--- config.mk ---
export PLATFORM = sky130hd
export DESIGN_NAME = m2_seq_ctrl_flat
export DESIGN_NICKNAME = d
export VERILOG_FILES = /design/src/rtl/m2_seq_ctrl_if.sv /design/src/rtl/m2_seq_ctrl.sv /design/src/flat_wrapper.sv
export SDC_FILE = /design/constraint.sdc
export NUM_CORES = 1
export LEC_CHECK = 0
export CAP_MARGIN = 20
export CELL_PAD_IN_SITES_DETAIL_PLACEMENT = 1
export CELL_PAD_IN_SITES_GLOBAL_PLACEMENT = 2
export CORE_MARGIN = 2
export CORE_UTILIZATION = 35
export CTS_BUF_LIST = sky130_fd_sc_hd__clkbuf_16
export CTS_CLUSTER_SIZE = 28
export DETAILED_ROUTE_END_ITERATION = 8
export DONT_BUFFER_PORTS = 1
export GPL_TIMING_DRIVEN = 0
export MAX_ROUTING_LAYER = met4
export PLACE_DENSITY_LB_ADDON = 0.1
export SLEW_MARGIN = 20
export SYNTH_ARGS = -nofsm -noshare
export SYNTH_HDL_FRONTEND = slang
export SYNTH_SLANG_ARGS = --single-unit
export TNS_END_PERCENT = 30
--- constraint.sdc ---
create_clock -name clk_h -period 3.4 [get_ports clk_h]
set_input_delay 0.34 -clock clk_h [delete_from_list [all_inputs] [get_ports clk_h]]
set_output_delay 0.34 -clock clk_h [all_outputs]
set_load 0.1 [all_outputs]
--- src/rtl/m2_seq_ctrl_if.sv ---
// Bus between the m2 sequencer and its surroundings: the job handshake with the core FSM
// and the control lines into the m2 header RAM, a..h register file, schedule and K-ROM.
interface m2_seq_ctrl_if;
  logic       start;
  logic       host_break;
  logic       m2_ticket2moon;
  logic [3:0] m2_header_ram_addr_a;
  logic [3:0] m2_header_ram_addr_b;
  logic       m2_header_ram_wren;
  logic       m2_abc_en;
  logic       m2_abc_load;
  logic       m2_wt_reg_en;
  logic       m2_wt_sw;
  logic [5:0] m2_k_rom_address;
  logic       m2_k_rom_clkh_en;
  logic       catch_bits;
  logic       busy;
  logic       done;
  logic       found;

  modport master (
    input  start, host_break, m2_ticket2moon,
    output m2_header_ram_addr_a, m2_header_ram_addr_b, m2_header_ram_wren,
           m2_abc_en, m2_abc_load, m2_wt_reg_en, m2_wt_sw,
           m2_k_rom_address, m2_k_rom_clkh_en,
           catch_bits, busy, done, found
  );

  modport slave (
    output start, host_break, m2_ticket2moon,
    input  m2_header_ram_addr_a, m2_header_ram_addr_b, m2_header_ram_wren,
           m2_abc_en, m2_abc_load, m2_wt_reg_en, m2_wt_sw,
           m2_k_rom_address, m2_k_rom_clkh_en,
           catch_bits, busy, done, found
  );
endinterface

--- src/rtl/m2_seq_ctrl.sv ---
// Second-pass SHA-256 sequencer: writes the m1 digest into header RAM, primes a..h,
// steps the compression rounds, captures the result and samples the target compare.
module m2_seq_ctrl #(
  parameter int ROUNDS    = 64,
  parameter int HDR_WORDS = 16,
  parameter int WR_CYCLES = 4,
  parameter int CMP_LAT   = 2
) (
  input  logic         clk_h,
  input  logic         rst_n,
  m2_seq_ctrl_if.master bus
);

  typedef enum logic [2:0] {IDLE, WRITE, PRIME, ROUND, CATCH, WAIT, DONE} state_e;

  localparam logic [6:0] WR_LAST  = 7'(WR_CYCLES - 1);
  localparam logic [6:0] RND_LAST = 7'(ROUNDS - 1);
  localparam logic [6:0] CMP_LAST = 7'(CMP_LAT - 1);
  localparam logic [6:0] HDR_W    = 7'(HDR_WORDS);

  state_e     state_q, state_d;
  logic [6:0] cnt_q, cnt_d;
  logic [6:0] nxt_round;

  logic [3:0] addr_a_q, addr_a_d, addr_b_q, addr_b_d;
  logic [5:0] k_addr_q, k_addr_d;
  logic       wren_q, wren_d, abc_en_q, abc_en_d, abc_load_q, abc_load_d;
  logic       wt_en_q, wt_en_d, wt_sw_q, wt_sw_d, k_en_q, k_en_d;
  logic       catch_q, catch_d, busy_q, busy_d, done_q, done_d, found_q, found_d;

  // The counter restarts at every state change, so each phase counts from zero.
  always_comb begin
    state_d = state_q;
    cnt_d   = cnt_q + 7'd1;
    found_d = found_q;
    if (state_q != IDLE && bus.host_break) begin
      state_d = IDLE;
      cnt_d   = '0;
      found_d = 1'b0;
    end else begin
      case (state_q)
        IDLE: begin
          cnt_d = '0;
          if (bus.start && !bus.host_break) begin
            state_d = WRITE;
            found_d = 1'b0;
          end
        end
        WRITE: if (cnt_q == WR_LAST) begin state_d = PRIME; cnt_d = '0; end
        PRIME: begin state_d = ROUND; cnt_d = '0; end
        ROUND: if (cnt_q == RND_LAST) begin state_d = CATCH; cnt_d = '0; end
        CATCH: begin state_d = WAIT; cnt_d = '0; end
        WAIT: if (cnt_q == CMP_LAST) begin
          state_d = DONE;
          cnt_d   = '0;
          found_d = bus.m2_ticket2moon;
        end
        DONE:    begin state_d = IDLE; cnt_d = '0; end
        default: begin state_d = IDLE; cnt_d = '0; end
      endcase
    end
  end

  // Outputs are decoded from the state being entered so the registers line up with it.
  always_comb begin
    addr_a_d   = '0;
    addr_b_d   = '0;
    k_addr_d   = '0;
    wren_d     = 1'b0;
    abc_en_d   = 1'b0;
    abc_load_d = 1'b0;
    wt_en_d    = 1'b0;
    wt_sw_d    = 1'b0;
    k_en_d     = 1'b0;
    catch_d    = 1'b0;
    busy_d     = 1'b0;
    done_d     = 1'b0;
    nxt_round  = cnt_d + 7'd1;
    case (state_d)
      WRITE: begin
        wren_d   = 1'b1;
        addr_a_d = cnt_d[3:0];
        addr_b_d = 4'(cnt_d + 7'd4);
        busy_d   = 1'b1;
      end
      PRIME: begin
        abc_en_d   = 1'b1;
        abc_load_d = 1'b1;
        k_en_d     = 1'b1;
        busy_d     = 1'b1;
      end
      ROUND: begin
        abc_en_d = 1'b1;
        wt_en_d  = 1'b1;
        k_en_d   = 1'b1;
        busy_d   = 1'b1;
        wt_sw_d  = (cnt_d >= HDR_W);
        k_addr_d = nxt_round[5:0];
        addr_a_d = (nxt_round < HDR_W) ? nxt_round[3:0] : 4'd0;
      end
      CATCH: begin
        catch_d = 1'b1;
        busy_d  = 1'b1;
      end
      WAIT:    busy_d = 1'b1;
      DONE:    done_d = 1'b1;
      default: ;
    endcase
  end

  always_ff @(posedge clk_h or negedge rst_n) begin
    if (!rst_n) begin
      state_q    <= IDLE;
      cnt_q      <= '0;
      addr_a_q   <= '0;
      addr_b_q   <= '0;
      k_addr_q   <= '0;
      wren_q     <= 1'b0;
      abc_en_q   <= 1'b0;
      abc_load_q <= 1'b0;
      wt_en_q    <= 1'b0;
      wt_sw_q    <= 1'b0;
      k_en_q     <= 1'b0;
      catch_q    <= 1'b0;
      busy_q     <= 1'b0;
      done_q     <= 1'b0;
      found_q    <= 1'b0;
    end else begin
      state_q    <= state_d;
      cnt_q      <= cnt_d;
      addr_a_q   <= addr_a_d;
      addr_b_q   <= addr_b_d;
      k_addr_q   <= k_addr_d;
      wren_q     <= wren_d;
      abc_en_q   <= abc_en_d;
      abc_load_q <= abc_load_d;
      wt_en_q    <= wt_en_d;
      wt_sw_q    <= wt_sw_d;
      k_en_q     <= k_en_d;
      catch_q    <= catch_d;
      busy_q     <= busy_d;
      done_q     <= done_d;
      found_q    <= found_d;
    end
  end

  assign bus.m2_header_ram_addr_a = addr_a_q;
  assign bus.m2_header_ram_addr_b = addr_b_q;
  assign bus.m2_header_ram_wren   = wren_q;
  assign bus.m2_abc_en            = abc_en_q;
  assign bus.m2_abc_load          = abc_load_q;
  assign bus.m2_wt_reg_en         = wt_en_q;
  assign bus.m2_wt_sw             = wt_sw_q;
  assign bus.m2_k_rom_address     = k_addr_q;
  assign bus.m2_k_rom_clkh_en     = k_en_q;
  assign bus.catch_bits           = catch_q;
  assign bus.busy                 = busy_q;
  assign bus.done                 = done_q;
  assign bus.found                = found_q;

endmodule

--- src/flat_wrapper.sv ---
// flat-port wrapper written by rule: the top's interface ports become plain ports
module m2_seq_ctrl_flat 
#(
  parameter int ROUNDS    = 64,
  parameter int HDR_WORDS = 16,
  parameter int WR_CYCLES = 4,
  parameter int CMP_LAT   = 2
)
  (clk_h, rst_n, bus_start, bus_host_break, bus_m2_ticket2moon, bus_m2_header_ram_addr_a, bus_m2_header_ram_addr_b, bus_m2_header_ram_wren, bus_m2_abc_en, bus_m2_abc_load, bus_m2_wt_reg_en, bus_m2_wt_sw, bus_m2_k_rom_address, bus_m2_k_rom_clkh_en, bus_catch_bits, bus_busy, bus_done, bus_found);
  m2_seq_ctrl_if bus_i ();
  input  logic clk_h;
  input  logic rst_n;
  input wire logic [$bits(bus_i.start)-1:0] bus_start;
  input wire logic [$bits(bus_i.host_break)-1:0] bus_host_break;
  input wire logic [$bits(bus_i.m2_ticket2moon)-1:0] bus_m2_ticket2moon;
  output wire logic [$bits(bus_i.m2_header_ram_addr_a)-1:0] bus_m2_header_ram_addr_a;
  output wire logic [$bits(bus_i.m2_header_ram_addr_b)-1:0] bus_m2_header_ram_addr_b;
  output wire logic [$bits(bus_i.m2_header_ram_wren)-1:0] bus_m2_header_ram_wren;
  output wire logic [$bits(bus_i.m2_abc_en)-1:0] bus_m2_abc_en;
  output wire logic [$bits(bus_i.m2_abc_load)-1:0] bus_m2_abc_load;
  output wire logic [$bits(bus_i.m2_wt_reg_en)-1:0] bus_m2_wt_reg_en;
  output wire logic [$bits(bus_i.m2_wt_sw)-1:0] bus_m2_wt_sw;
  output wire logic [$bits(bus_i.m2_k_rom_address)-1:0] bus_m2_k_rom_address;
  output wire logic [$bits(bus_i.m2_k_rom_clkh_en)-1:0] bus_m2_k_rom_clkh_en;
  output wire logic [$bits(bus_i.catch_bits)-1:0] bus_catch_bits;
  output wire logic [$bits(bus_i.busy)-1:0] bus_busy;
  output wire logic [$bits(bus_i.done)-1:0] bus_done;
  output wire logic [$bits(bus_i.found)-1:0] bus_found;
  assign bus_i.start = bus_start;
  assign bus_i.host_break = bus_host_break;
  assign bus_i.m2_ticket2moon = bus_m2_ticket2moon;
  assign bus_m2_header_ram_addr_a = bus_i.m2_header_ram_addr_a;
  assign bus_m2_header_ram_addr_b = bus_i.m2_header_ram_addr_b;
  assign bus_m2_header_ram_wren = bus_i.m2_header_ram_wren;
  assign bus_m2_abc_en = bus_i.m2_abc_en;
  assign bus_m2_abc_load = bus_i.m2_abc_load;
  assign bus_m2_wt_reg_en = bus_i.m2_wt_reg_en;
  assign bus_m2_wt_sw = bus_i.m2_wt_sw;
  assign bus_m2_k_rom_address = bus_i.m2_k_rom_address;
  assign bus_m2_k_rom_clkh_en = bus_i.m2_k_rom_clkh_en;
  assign bus_catch_bits = bus_i.catch_bits;
  assign bus_busy = bus_i.busy;
  assign bus_done = bus_i.done;
  assign bus_found = bus_i.found;
  m2_seq_ctrl #(.ROUNDS(ROUNDS), .HDR_WORDS(HDR_WORDS), .WR_CYCLES(WR_CYCLES), .CMP_LAT(CMP_LAT)) u_core (.clk_h(clk_h), .rst_n(rst_n), .bus(bus_i));
endmodule
; ---- Word level (Yosys, flattened, before mapping)
; Cells that the tools add are included.
; W data, S select, Z words.
[totals]
elab_cells = 71
register_bits = 33
[op_classes]
n_addsub = 3
n_reduce_logical = 9
n_eq_ne = 16
n_lt_le_gt_ge = 2
mux = 27
[op_table]
columns = cell, count
row1 = $mux W7, 4
row2 = $pmux W7 S3, 1
row3 = $pmux W3 S6, 1
row4 = $eq A3 B3 Y1 const B, 5
row5 = $mux W3, 5
row6 = $add A7 B1 Y7 const B, 2
row7 = $eq A3 B2 Y1 const B, 4
row8 = $mux W1, 11
row9 = $mux W4, 2
row10 = $pmux W4 S2, 1
row11 = $eq A7 B1 Y1 const B, 1
row12 = $eq A7 B2 Y1 const B, 1
row13 = $eq A7 B6 Y1 const B, 1
row14 = $ge A7 B5 Y1 const B, 1
row15 = $lt A7 B5 Y1 const B, 1
row16 = $eq A3 B1 Y1 const B, 2
row17 = $mux W6, 1
row18 = $ne A3 B1 Y1 const B, 2
row19 = $reduce_bool A3 Y1, 2
row20 = $reduce_or A5 Y1, 1
row21 = $add A4 B3 Y4 const B, 1
row22 = $logic_not A3 Y1, 1
row23 = $reduce_and A3 Y1, 1
row24 = $logic_and A1 B1 Y1, 2
row25 = 3 further kinds, 3

; ---- Longest topological paths before layout
[logic_depth]
depth_word = 8
mapped_depth = 15

; ---- Worst setup path after synthesis
; No wires, ideal clock.
[synth_timing]
path_kind = reg-to-reg
start = register u_core.cnt_q[0]
end = register u_core.addr_a_q[3], in the netlist u_core.bus.m2_header_ram_addr_a[3]
setup_ns = 0.096
stages_incl_launch_ff = 14
path_slack_ns = 0.172
arrival_time_ns = 3.132
required_time_ns = 3.304
path_buffers = 2
path_cell_list = dfrtp_1 -> ha_1 -> buf_2 -> and4b_1 -> or3_1 -> or2_2 -> clkbuf_1 -> inv_1 -> ha_1 -> nand3_1 -> nor4_1 -> or4bb_1 -> and2_4 -> o32ai_2
[synth_via]
elab_chain_cells = 8
word_cells_on_any_way = 20
classes_between = add/sub (2) / order compare (1) / eq/ne (5) / mux (12)
[synth_rtl]
columns = element, line
row1 = start: declaration, m2_seq_ctrl.sv:22  ; logic [6:0] cnt_q, cnt_d;
row2 = start signal: assignment, m2_seq_ctrl.sv:130  ; cnt_q <= cnt_d;
row3 = "$add A7 B1 Y7, or another cell as far along", m2_seq_ctrl.sv:34  ; cnt_d = cnt_q + 7'd1;
row4 = $mux W7 (on tied branches), "m2_seq_ctrl.sv:53, m2_seq_ctrl.sv:49, m2_seq_ctrl.sv:51"
row5 = $pmux W7 S3 *, m2_seq_ctrl.sv:41  ; case (state_q)
row6 = $mux W7 *, m2_seq_ctrl.sv:36  ; if (state_q != IDLE && bus.host_break) begin
row7 = named net u_core.cnt_d[0], m2_seq_ctrl.sv:22
row8 = $add A7 B1 Y7 *, m2_seq_ctrl.sv:78  ; nxt_round = cnt_d + 7'd1;
row9 = $lt A7 B5 Y1, m2_seq_ctrl.sv:99  ; addr_a_d = (nxt_round < HDR_W) ? nxt_round[3:0] : 4'd0;
row10 = $mux W4 *, m2_seq_ctrl.sv:99
row11 = $pmux W4 S2 *, m2_seq_ctrl.sv:79  ; case (state_d)
row12 = named net u_core.addr_a_d[3], m2_seq_ctrl.sv:25  ; logic [3:0] addr_a_q, addr_a_d, addr_b_q, addr_b_d;
row13 = end signal: assignment, m2_seq_ctrl.sv:131  ; addr_a_q <= addr_a_d;
row14 = end: declaration, m2_seq_ctrl.sv:25
; Mark *: on every way through the listed nets, which the timed path passes. The rest lies on a longest branch.
; A chain may end at the register's enable or synchronous reset.

; ---- Worst setup path after layout
[layout_timing]
start = register u_core.cnt_q[2]
end = register u_core.addr_a_q[3], in the netlist u_core.bus.m2_header_ram_addr_a[3]
[layout_via]
elab_chain_cells = 8
word_cells_on_any_way = 20
classes_between = add/sub (2) / order compare (1) / eq/ne (5) / mux (12)
[layout_rtl]
columns = element, line
row1 = "$eq A7 B1 Y1, or another cell as far along", m2_seq_ctrl.sv:53  ; WAIT: if (cnt_q == CMP_LAST) begin
row2 = $mux W7 (on tied branches), "m2_seq_ctrl.sv:53, m2_seq_ctrl.sv:49, m2_seq_ctrl.sv:51"
row3 = $pmux W7 S3 *, m2_seq_ctrl.sv:41
row4 = $mux W7 *, m2_seq_ctrl.sv:36
row5 = named net u_core.cnt_d[0], m2_seq_ctrl.sv:22
row6 = $add A7 B1 Y7 *, m2_seq_ctrl.sv:78
row7 = $lt A7 B5 Y1, m2_seq_ctrl.sv:99
row8 = $mux W4 *, m2_seq_ctrl.sv:99
row9 = $pmux W4 S2 *, m2_seq_ctrl.sv:79
row10 = named net u_core.addr_a_d[3], m2_seq_ctrl.sv:25
; Marked as above.

==> metrics.md <==
| Metric | Value |
|---|---|
| Overall power | 0.9720 mW |
| Area contributors post-synth | dfrtp_1 47%, ha_1 4.3%, nor2_1 3.5% |
| Yosys top cell by area | dfrtp_1 |
| Yosys warning total | 0 |
| Worst-Skew Late Latency | 0.28 ns |
| Post-synth cell types | 50 |
| Unrepaired setup endpoints after global routing | false |
| Setup TNS | 0 ns |
| Layout cell share with drive strength beyond 1 | 0.2527 |
| Worst Hold Class | input pin to register |
| Cell Chain, Critical Path | buf_6 -> and4_4 -> and4b_1 -> or3_1 -> or2_2 -> inv_2 -> ha_4 -> nand3_1 -> nor4_2 -> or4bb_1 -> and2_4 -> o32ai_2 |
| Most instantiated cells after synthesis | 33 x dfrtp_1, 16 x nor2_1, 14 x nand2_1 |
| # clock sinks | 33 |
| Synthesized cell area | 0.001740 mm2 |
| WL final | 4187 um |
| Slew HR | 0.4023 |
| Rows | 25 |
| Final ANT Viol Nets | 0 |
| Worst path arrival time | 3.42 ns |
| IO Pins | 29 |
| Tmin final | 3.234 ns |
| Global-route wire length before repair | 6796 um |
| Post-Layout Cell Count | 249 |
| Root Driver | clkbuf_16 |
| Detailed Place HPWL | 2856 um |
| Most common cell in the netlist | dfrtp_1 |
| FILL cells | 550 |
| P&R area growth vs syn | 19.55% |
| All-Layer GR Usage | 0.1709 |
| Seq cells post-synth | 33 |
| Clk slew on worst S/H paths | 0.06 ns |
| Worst-margin pin slew | 0.8965 ns |
| Synth top area share | 0.4745 |
| Outcome | finished clean |
| Fmax | 309.3 MHz |
| FF-to-FF Start | u_core.cnt_q[2]$_DFF_PN0_ |
| Buf+Inv Stages, Crit Path | 2 |
| Synthesized net count | 179 |
| Routability cong. | 0.7401 |
| Reg area | 827.0 um2 |
| Vias in the first global route | 1,346 |
| PD cells | 467.1 mW/mm2 |
| Port Buffers | 0 |
| Top_reg_cell synth | dfrtp_1 |
| Clk buf depth | 2 |
| GR Layer Usage met1 | 0.1970 |
| Die Span Y | 74.52 um |
| Antenna diodes | 0 |
| GRT busiest layer | met2 |
| CTS tree | built |
| Syn avg cell area | 10.36 um2 |
| Fin crit share | 0.9510 |
| Synth Instances | 168 |
| CP max FO | 8 |
| Largest net degree at the start of global routing | 34 |
| Multi-input logic area | 834.6 um2 |
| DIE WIDTH | 74.52 um |
| Via/cell ratio | 5.064 |
| Seq/Total Area, Yosys | 0.4745 |
| Htree depth | 2 |
| Initial antenna violation count | 0 |
| Final hold vios | 0 |
| # nets final | 192 |
| Grt met2 use | 0.2930 |
| Placed cell count | 235 |
| Setup violators final | 0 |
| Remaining DRCs | 0 |
| Initial core utilization | 0.3661 |
| DRT Pass-1 Iters | 4 |
| CP peak stage delay | 0.47 ns |
| Max-slew violation count | 0 |
| Max cap viols | 0 |
| CP Launch Point | u_core.cnt_q[2]$_DFF_PN0_ |
| Vias | 1,261 |
| Hold Startpoint | bus_host_break |
| Detailed-route wire length per cell | 16.82 um |
| Slowest cell on crit path | or4bb_1 |
| Grt met3 use | 0.03659 |
| Initial DRC Count | 22 |
| CP endpoint kind | register |
| Post-synth EDFFs | 0 |
| Static Leak | 0.9596 nW |
| Core footprint | 0.004755 mm2 |
| Total global routing overflow | 0 |
| Die area | 0.005552 mm2 |
| Asr flop ratio synth | 1.000 |
| Clock skew | 0.002938 ns |
| Hold_ws | 0.2709 ns |
| Kind of cell adding the most delay to the critical path | simple AND/OR/NAND/NOR gates |
| Peak VDD IR | 212.8 uV |
| Critical path type | register to register |
| Num CTS Buffers | 5 |
| Worst setup SP type | register |
| Req. time, crit path | 3.59 ns |
-- metrics by stage --
stage | setup WS [ns] | util | area [um2]
finish | 0.1665 | 0.4376 | 2081
global route | 0.04467 | 0.4376 | 2081
CTS | 0.008399 | 0.4350 | 2068
detailed placement | -0.2647 | 0.3837 | 1824
global placement | -0.2439 | 0.3837 | 1824
floorplan | 0.1723 | - | 1740
-- metal layers --
| metal | vias to the layer above | part of all wire |
|---|---|---|
| met4 | 0 | 0.014 |
| met2 | 18 | 0.52 |
| met5 | - | 0 |
| met1 | 634 | 0.44 |
| met3 | 6 | 0.023 |
| li1 | 603 | - |
-- cells by family (layout without fill, tap and decap cells) --
kind of cell,count (synthesis),count (layout),share of synthesized area
AOI/OAI and AO/OA,26,26,0.1244
DFF,33,33,0.4745
and+or+nand+nor,72,72,0.2401
adders and majority gates,6,6,0.04313
buffers and inverters,22,36,0.07116
xor gates and xnor gates,7,7,0.03523
muxes,2,2,0.01150
-- sequential cells by signal, indices dropped and copies added (netlist names) --
name and cells:
u_core.bus.catch_bits 1, u_core.bus.m2_wt_reg_en 1, u_core.bus.done 1, u_core.bus.m2_header_ram_addr_a 4, u_core.cnt_q 7, u_core.bus.m2_k_rom_address 6, u_core.state_q 3, u_core.bus.m2_wt_sw 1
u_core.bus.found 1, u_core.bus.m2_header_ram_addr_b 4, u_core.bus.m2_abc_load 1, u_core.bus.m2_abc_en 1, u_core.bus.busy 1, u_core.bus.m2_header_ram_wren 1
-- placed cells by master, fill, tap and decap left out, types with 4 or more instances in the layout --
master      n
buf_6       4
inv_1       9
clkbuf_16   5
nor2_1     15
a21oi_1     4
nor3_1      6
nand3_1     4
xor2_1      5
buf_4       8
o21ai_0     4
dfrtp_1    32
nand2_1    14
-- cell type report --
cell class	count	share of cell area
sequential	33	0.3975
timing repair buffer	8	0.03608
clock inverter	3	0.008419
clock buffer	5	0.06013
tap	67	0.04029
inverter	13	0.02526
multi-input combinational	113	0.4011
buffer	7	0.03127
-- what timing repair did --
action / in CTS / in global routing
pin swaps: 4 / 2
endpoints found under the hold margin: 33 / 0
hold buffers: 2 / 0
setup endpoints to repair: 4 / 4
cloned: 0 / 0
resized for setup: 13 / 2
setup buffers: 6 / 0
-- worst paths after layout --
path	to	slack, ns	cells after the start
setup reg to reg	u_core.bus.m2_header_ram_addr_a[3]$_DFF_PN0_	0.17	12
max in group asynchronous	u_core.cnt_q[0]$_DFF_PN0_	2.70	2
min in group asynchronous	u_core.bus.busy$_DFF_PN0_	0.51	2
hold / removal	u_core.bus.busy$_DFF_PN0_	0.27	2
hold reg to reg	u_core.bus.m2_k_rom_address[3]$_DFF_PN0_	0.67	3
setup / recovery	u_core.bus.m2_header_ram_addr_a[3]$_DFF_PN0_	0.17	12
-- power breakdown --
part           switching (mW)  total (mW)  internal (mW)
Sequential             0.0589       0.461          0.402
Combinational          0.0486      0.0740         0.0254
Clock                   0.169       0.437          0.268
Note: power is estimated with default switching activity, not from simulation.
